==> config.mk <==
export PLATFORM = sky130hd
export DESIGN_NAME = array_0_2_ctrl
export DESIGN_NICKNAME = d
export VERILOG_FILES = /design/src/rtl/array_0_2_ctrl.sv
export SDC_FILE = /design/constraint.sdc
export NUM_CORES = 1
export LEC_CHECK = 0
export BUFFER_PORTS_ARGS = -buffer_cell sky130_fd_sc_hd__buf_2
export CORE_AREA = 2 2 72 74
export CTS_CLUSTER_DIAMETER = 80
export DETAILED_ROUTE_END_ITERATION = 10
export DIE_AREA = 0 0 74 76
export PLACE_DENSITY = 0.78
export RECOVER_POWER = 50
export SETUP_SLACK_MARGIN = 0.3
export SLEW_MARGIN = 15
export SYNTH_ARGS = -nofsm -noshare
export SYNTH_HDL_FRONTEND = slang
export SYNTH_SLANG_ARGS = --single-unit
==> constraint.sdc <==
create_clock -name clock -period 3.2 [get_ports clock]
set_clock_uncertainty 0.15 [all_clocks]
set_input_delay 0.8 -clock clock [delete_from_list [all_inputs] [get_ports clock]]
set_output_delay 0.8 -clock clock [all_outputs]
set_load 0.1 [all_outputs]
==> src/rtl/array_0_2_ctrl.sv <==
// Controller in front of a single-port RAM.
// After reset, every RAM word is cleared, one word per cycle. The controller
// then serves read and write requests. Read data is returned through a
// 2-entry response FIFO, oldest response first.
module array_0_2_ctrl #(
  parameter int ADDR_W = 12,
  parameter int DATA_W = 15,
  parameter int DEPTH  = 4096
) (
  input  logic              clock,
  input  logic              reset,
  input  logic              req_valid,
  output logic              req_ready,
  input  logic              req_write,
  input  logic [ADDR_W-1:0] req_addr,
  input  logic [DATA_W-1:0] req_wdata,
  output logic              resp_valid,
  input  logic              resp_ready,
  output logic [DATA_W-1:0] resp_rdata,
  output logic              init_done,
  output logic [ADDR_W-1:0] RW0_addr,
  output logic              RW0_en,
  output logic              RW0_wmode,
  output logic [DATA_W-1:0] RW0_wdata,
  input  logic [DATA_W-1:0] RW0_rdata
);

  typedef enum logic {ST_INIT, ST_RUN} state_e;

  state_e            state_q, state_d;
  logic [ADDR_W-1:0] clr_cnt_q, clr_cnt_d;
  logic [1:0]        count_q, count_d;
  logic              rd_ptr_q, rd_ptr_d;
  logic              wr_ptr_q, wr_ptr_d;
  logic              inflight_q, inflight_d;
  logic [DATA_W-1:0] fifo_q [2];

  logic       run;
  logic       pop;
  logic       push;
  logic       accept;
  logic       rd_accept;
  logic [2:0] credit;

  assign run        = (state_q == ST_RUN);
  assign init_done  = run;
  assign resp_valid = run && (count_q != 2'd0);
  assign resp_rdata = fifo_q[rd_ptr_q];
  assign pop        = resp_valid && resp_ready;
  // The RAM output becomes valid one cycle after the read is accepted.
  // The controller captures it into the FIFO in that cycle.
  assign push       = inflight_q;

  // A read is accepted only if, after this cycle's pop, fewer than two
  // responses are still owed. This keeps FIFO space for every read in
  // flight and still allows one read per cycle while the consumer drains.
  assign credit    = 3'(count_q) + 3'(inflight_q) - 3'(pop);
  assign req_ready = run && (req_write || (credit < 3'd2));
  assign accept    = req_valid && req_ready;
  assign rd_accept = accept && !req_write;

  // Next-state logic. The RAM port comes from the clear counter in INIT
  // and from the request bus in RUN.
  always_comb begin
    // NOTE: every output gets a default before the case statement. No path
    // leaves a signal unassigned, so no latch is inferred.
    state_d    = state_q;
    clr_cnt_d  = clr_cnt_q;
    RW0_en     = 1'b0;
    RW0_wmode  = 1'b0;
    RW0_addr   = req_addr;
    RW0_wdata  = req_wdata;
    case (state_q)
      ST_INIT: begin
        RW0_en    = 1'b1;
        RW0_wmode = 1'b1;
        RW0_wdata = '0;
        RW0_addr  = clr_cnt_q;
        clr_cnt_d = clr_cnt_q + ADDR_W'(1);
        if (clr_cnt_q == ADDR_W'(DEPTH - 1)) begin
          state_d = ST_RUN;
        end
      end
      ST_RUN: begin
        RW0_en    = accept;
        RW0_wmode = req_write;
      end
      default: state_d = ST_INIT;
    endcase
  end

  // Response FIFO bookkeeping. Pushing and popping in the same cycle leaves
  // the occupancy unchanged, even when the FIFO is full.
  always_comb begin
    count_d    = count_q + 2'(push) - 2'(pop);
    wr_ptr_d   = wr_ptr_q ^ push;
    rd_ptr_d   = rd_ptr_q ^ pop;
    inflight_d = rd_accept;
  end

  // Control state register. Reset discards every pending read and
  // buffered response, then restarts the clear from address 0.
  always_ff @(posedge clock) begin
    // NOTE: sequential state uses non-blocking assignments only. All
    // registers then see the values from before the clock edge.
    if (reset) begin
      state_q    <= ST_INIT;
      clr_cnt_q  <= '0;
      count_q    <= 2'd0;
      rd_ptr_q   <= 1'b0;
      wr_ptr_q   <= 1'b0;
      inflight_q <= 1'b0;
    end else begin
      state_q    <= state_d;
      clr_cnt_q  <= clr_cnt_d;
      count_q    <= count_d;
      rd_ptr_q   <= rd_ptr_d;
      wr_ptr_q   <= wr_ptr_d;
      inflight_q <= inflight_d;
    end
  end

  // FIFO storage: capture the RAM read data in the cycle after acceptance.
  always_ff @(posedge clock) begin
    // NOTE: the storage has no reset. count_q qualifies every entry, so a
    // stale word is never presented as a valid response.
    if (push) begin
      fifo_q[wr_ptr_q] <= RW0_rdata;
    end
  end

endmodule

# --- Word-level counts from Yosys, hierarchy flattened ---
# Memory sizes are Yosys's and may differ from the RTL's. A register that Yosys moved wholly into a read port is not among the register bits.
# Cells that the tools add are included.
classes:
  addsub: 5
  n_lt_le_gt_ge: 1
  n_eq_ne: 1
  mux: 9
  bitwise: 3
  n_reduce_logical: 8
op_table:
  columns: ["op", "count"]
  rows:
  - ["two-way mux 15 bit", 1]
  - ["adder 12 x 1 -> 12 bit, second input constant", 1]
  - ["equality test 12 bit, second input constant", 1]
  - ["two-way mux 12 bit", 1]
  - ["logical AND 1 bit", 5]
  - ["two-way mux 1 bit", 5]
  - ["case mux 1 bit (2 select lines)", 2]
  - ["adder 2 x 1 -> 3 bit", 1]
  - ["< comparator 3 x 2 -> 1 bit, second input constant", 1]
  - ["subtractor 3 x 1 -> 3 bit", 1]
  - ["adder 2 x 1 -> 2 bit", 1]
  - ["nonzero test 2 bit", 1]
  - ["subtractor 2 x 1 -> 2 bit", 1]
  - ["XOR 1 bit", 2]
  - ["zero test 1 bit", 1]
  - ["logical OR 1 bit", 1]
  - ["inverter 1 bit", 1]
word_totals:
  reg_bits: 18
  ramBits: 30
  inputBits: 47
  output_inout_bits: 47
  wordCells: 34
  memories: 1
mem_list:
  columns: ["name", "words", "width", "read_ports", "rd_ports_with_merged_regs", "write_ports", "line", "text"]
  rows:
  - ["fifo_q", 2, 15, 1, 1, 1, "36", "logic [DATA_W-1:0] fifo_q [2];"]

# --- Longest topological paths before layout ---
logic_depth:
  word_depth: 9
  mapped_depth: 10
  depth_no_buf: 9

# --- Worst setup path before layout ---
# No wires, ideal clock.
synth_path:
  kind: "register to output"
  start: "register state_q (netlist: init_done)"
  end: "output port RW0_en"
  arrival_time_ns: 4.532
  setup_slack_ns: -2.282
  path_stages_with_launch: 11
  n_path_buf: 1
  path_cell_list: "dfxtp_1 -> buf_6 -> o211a_1 -> ha_1 -> inv_1 -> ha_1 -> inv_1 -> fa_1 -> xnor2_1 -> a21oi_1 -> o21ai_0"
synth_between:
  elab_chain_cells: 8
  elab_cells_between_ends: 9
  classes_between: "1 x add/sub; 1 x order compare; 1 x mux; 1 x bitwise; 5 x reduce/logical"
synth_rtl:
  columns: ["item", "line", "text"]
  rows:
  - ["start, declared", "30", "state_e state_q, state_d;"]
  - ["start signal, assigned", "114", "state_q <= state_d;"]
  - ["logical AND 1 bit", "47", "assign resp_valid = run && (count_q != 2'd0);"]
  - ["logical AND 1 bit", "49", "assign pop = resp_valid && resp_ready;"]
  - ["subtractor 3 x 1 -> 3 bit", "57", "assign credit = 3'(count_q) + 3'(inflight_q) - 3'(pop);"]
  - ["< comparator 3 x 2 -> 1 bit", "58", "assign req_ready = run && (req_write || (credit < 3'd2));"]
  - ["logical OR 1 bit", "58", null]
  - ["logical AND 1 bit", "58", null]
  - ["logical AND 1 bit", "59", "assign accept = req_valid && req_ready;"]
  - ["case mux 1 bit (2 select lines) (*)", "73", "case (state_q)"]
  - ["end, declared", "22", "output logic RW0_en,"]
# Mark *: on every way between the ends. The rest lies on a longest branch, timed or not.

# --- Worst setup path after layout ---
layout_path:
  start: "input port resp_ready"
  end: "output port RW0_en"
layout_between:
  elab_chain_cells: 7
layout_rtl:
  columns: ["item", "line", "text"]
  rows:
  - ["start, declared", "18", "input logic resp_ready,"]
  - ["logical AND 1 bit", "49", null]
  - ["subtractor 3 x 1 -> 3 bit", "57", null]
  - ["< comparator 3 x 2 -> 1 bit", "58", null]
  - ["logical OR 1 bit", "58", null]
  - ["logical AND 1 bit", "58", null]
  - ["logical AND 1 bit", "59", null]
  - ["case mux 1 bit (2 select lines)", "73", null]
# No other way between the ends.

==> metrics.md <==
| Metric | Value |
|---|---|
| Outcome | `complete, but fails checks` |
| Failing checks | `negative setup slack` |
| Total clock buffers created by CTS | `5` |
| Post-route DRC | `0` |
| Gr usage total | `15.5%` |
| Vias | `1654` |
| Clock transition at path regs | `90 ps` |
| Simple-Gate Fraction of Synth Area | `14.4%` |
| First-pass detailed-route iteration total | `4` |
| I/O pins | `94` |
| CTS tree | `done` |
| Layout cell share with drive strength beyond 1 | `51.1%` |
| Syn_nets | `227` |
| Synthesized area per cell | `12.6 sq um` |
| Worst-Margin Slew | `940 ps` |
| Final setup vio count | `2` |
| Yosys synthesis warning count | `0` |
| Clock tree buffer depth | `2` |
| Core area | `4910 sq um` |
| Max Transition Viols Final | `0` |
| CP max stage cell | `fa_2` |
| Final Net Count | `326` |
| Adder-Cell Fraction of Synth Area | `3.77%` |
| Die X | `74 microns` |
| Fmax | `286 MHz` |
| Vias in the first global route | `1535` |
| Setup crit start kind | `input pin` |
| Drt wl/cell | `12.2 microns` |
| Final Total Pwr | `1.16 mW` |
| Required @ worst endpoint | `2250 ps` |
| Hold Vio Cnt, Final | `0` |
| Final ANT Viol Nets | `0` |
| Dpl cells | `333` |
| Arr. time, crit path | `2550 ps` |
| Buffers on Ports | `93` |
| Initial Utilization | `44.5%` |
| Pwr per Cell Area | `395 nW/um^2` |
| Die area | `5620 sq um` |
| R2R setup slack | `940 ps` |
| Crit-path max cell delay | `570 ps` |
| Fin area | `2950 sq um` |
| Final HPWL DP | `3060 microns` |
| GRT overflow | `0` |
| Proportion of synthesized area in mux cells | `15.4%` |
| Worst slew margin | `37.3%` |
| Tcrit/Tclk final | `109%` |
| CP cell instances | `buf_6 > o211a_1 > ha_1 > inv_1 > ha_2 > inv_2 > fa_2 > a21oi_4 > o21ai_4 > buf_12` |
| CP Class | `in -> out` |
| Register area | `1260 sq um` |
| VDD IR max | `0.216 mV` |
| P_leak | `1.28 nW` |
| Hold_buf cts | `0` |
| H-tree levels | `2` |
| Final min period | `3500 ps` |
| Seq/Total Area, Yosys | `57.6%` |
| Placed cell area | `2800 sq um` |
| Xor-xnor portion of the synthesized cell area | `2.40%` |
| Compound-cell area share of the yosys netlist | `3.43%` |
| Area Overhead vs Synth | `34.6%` |
| DR vias/cell | `4.81` |
| DRT iter0 DRCs | `58` |
| Largest family of logic cells by synthesized area | `multiplexers` |
| WL final | `4210 microns` |
| Setup TNS | `-529 ps` |
| RSZ-0062 raised after global routing | `yes` |
| Cell variety after synth | `29` |
| Final WS setup | `-302 ps` |
| First-pass GRT wire length | `6780 microns` |
| Final hold slack | `359 ps` |
| Max_cap viols | `0` |
| CTS root buffer | `clkbuf_8` |
| Finished Layout Cells | `344` |
| Fill cells | `434` |
| CP Capture Type | `output pin` |
| Number of antenna diodes | `0` |
| Area of the multi-input gates | `910 sq um` |
| CP max FO | `2` |
| Leading cell type in the layout, fill and taps excluded | `buf_2` |
| Initial antenna violation count | `0` |
| Synth Register Bits | `48` |
| Post-synthesis instance area | `2190 sq um` |
| Final GP Congestion | `0.774` |
| Commonest cells after routing, fill and taps aside | `84 x buf_2, 30 x edfxtp_1, 27 x mux2_2` |
| Hold WC Path Type | `reg -> reg` |
| Die height | `76 microns` |
| Largest net degree at the start of global routing | `39` |
| Cells after Synth | `174` |
| Rows | `26` |
| Clk sinks | `48` |
| Clk_lat worst skew | `290 ps` |
-- power breakdown --
group	switching [mW]	internal, mW
clock network	0.197	0.231
logic	0.0444	0.0285
registers	0.00503	0.658
total	0.246	0.917
-- area by class of cell --
cell class | instances | share of cell area, %
multi-input combinational | 111 | 30.9
inverter | 7 | 0.892
clock inverter | 3 | 1.44
sequential | 48 | 42.9
timing repair buffer | 100 | 18.6
clock buffer | 5 | 2.34
tap | 70 | 2.97
-- what timing repair did --
| item | in CTS | in global routing |
|---|---|---|
| gates cloned | 0 | 0 |
| pin swaps | 2 | 1 |
| gates resized for setup | 4 | 0 |
| setup buffers | 2 | 1 |
| endpoints found under the setup margin | 2 | 2 |
-- flip-flops by register name, indices dropped and copies added (netlist names) --
| name | count |
|---|---|
| clr_cnt_q | 12 |
| count_q | 2 |
| fifo_q | 30 |
| inflight_q | 1 |
| init_done | 1 |
| rd_ptr_q | 1 |
| wr_ptr_q | 1 |
-- critical path, delay by kind of cell --
family / cells / cell delay (ps)
compound gates: 3 / 390
buf+inv: 4 / 380
fa+ha+maj: 3 / 1000
-- synthesized netlist by cell type (all sizes together) --
library cell / number / area (sq um)
edfxtp: 30 / 901
mux2: 29 / 327
dfxtp: 18 / 360
and2: 15 / 93.8
nor2: 14 / 52.6
inv: 7 / 26.3
a21oi: 6 / 30.0
clkbuf: 5 / 18.8
ha: 5 / 62.6
nand2: 5 / 18.8
nor2b: 5 / 31.3
nand3: 4 / 20.0
nor4: 4 / 25.0
o21ai: 4 / 20.0
buf: 3 / 21.3
or4: 3 / 22.5
xnor2: 3 / 26.3
xor2: 3 / 26.3
nand4b: 2 / 23.8
o31ai: 2 / 15.0
or3: 2 / 12.5
fa: 1 / 20.0
mux2i: 1 / 10.0
nand2b: 1 / 6.26
nand3b: 1 / 7.51
o211a: 1 / 10.0
-- cell families (layout without fill, tap and decap cells) --
group / after synthesis / count (layout)
muxes: 30 / 30
xor gates and xnor gates: 6 / 6
buffers and inverters: 15 / 115
AOI/OAI and AO/OA: 13 / 13
and+or+nand+nor: 56 / 56
DFF: 48 / 48
adders and majority gates: 6 / 6
-- per-stage QoR --
step                setup WS (ps)  utilization (%)
finish                       -302             60.0
global route                 -401             60.0
CTS                          -296             60.0
detailed placement           -372             57.1
global placement             -337             57.1
floorplan                    -374                -
-- routing by layer --
layer / vias to the layer above / GRT usage (%) / wire length [microns]
li1: 815 / - / -
met1: 759 / 18.9 / 1880
met2: 78 / 25.5 / 1980
met3: 2 / 5.69 / 335
met4: 0 / 4.36 / 20
met5: - / 0 / 0
-- final timing paths --
kind                start      endpoint  depth (start not counted)
min reg2reg  clr_cnt_q[7]  clr_cnt_q[7]                          2
max reg2reg    count_q[0]    inflight_q                          9
max            resp_ready        RW0_en                         10
min          clr_cnt_q[7]  clr_cnt_q[7]                          2
Power figures use the tool's default switching activity.
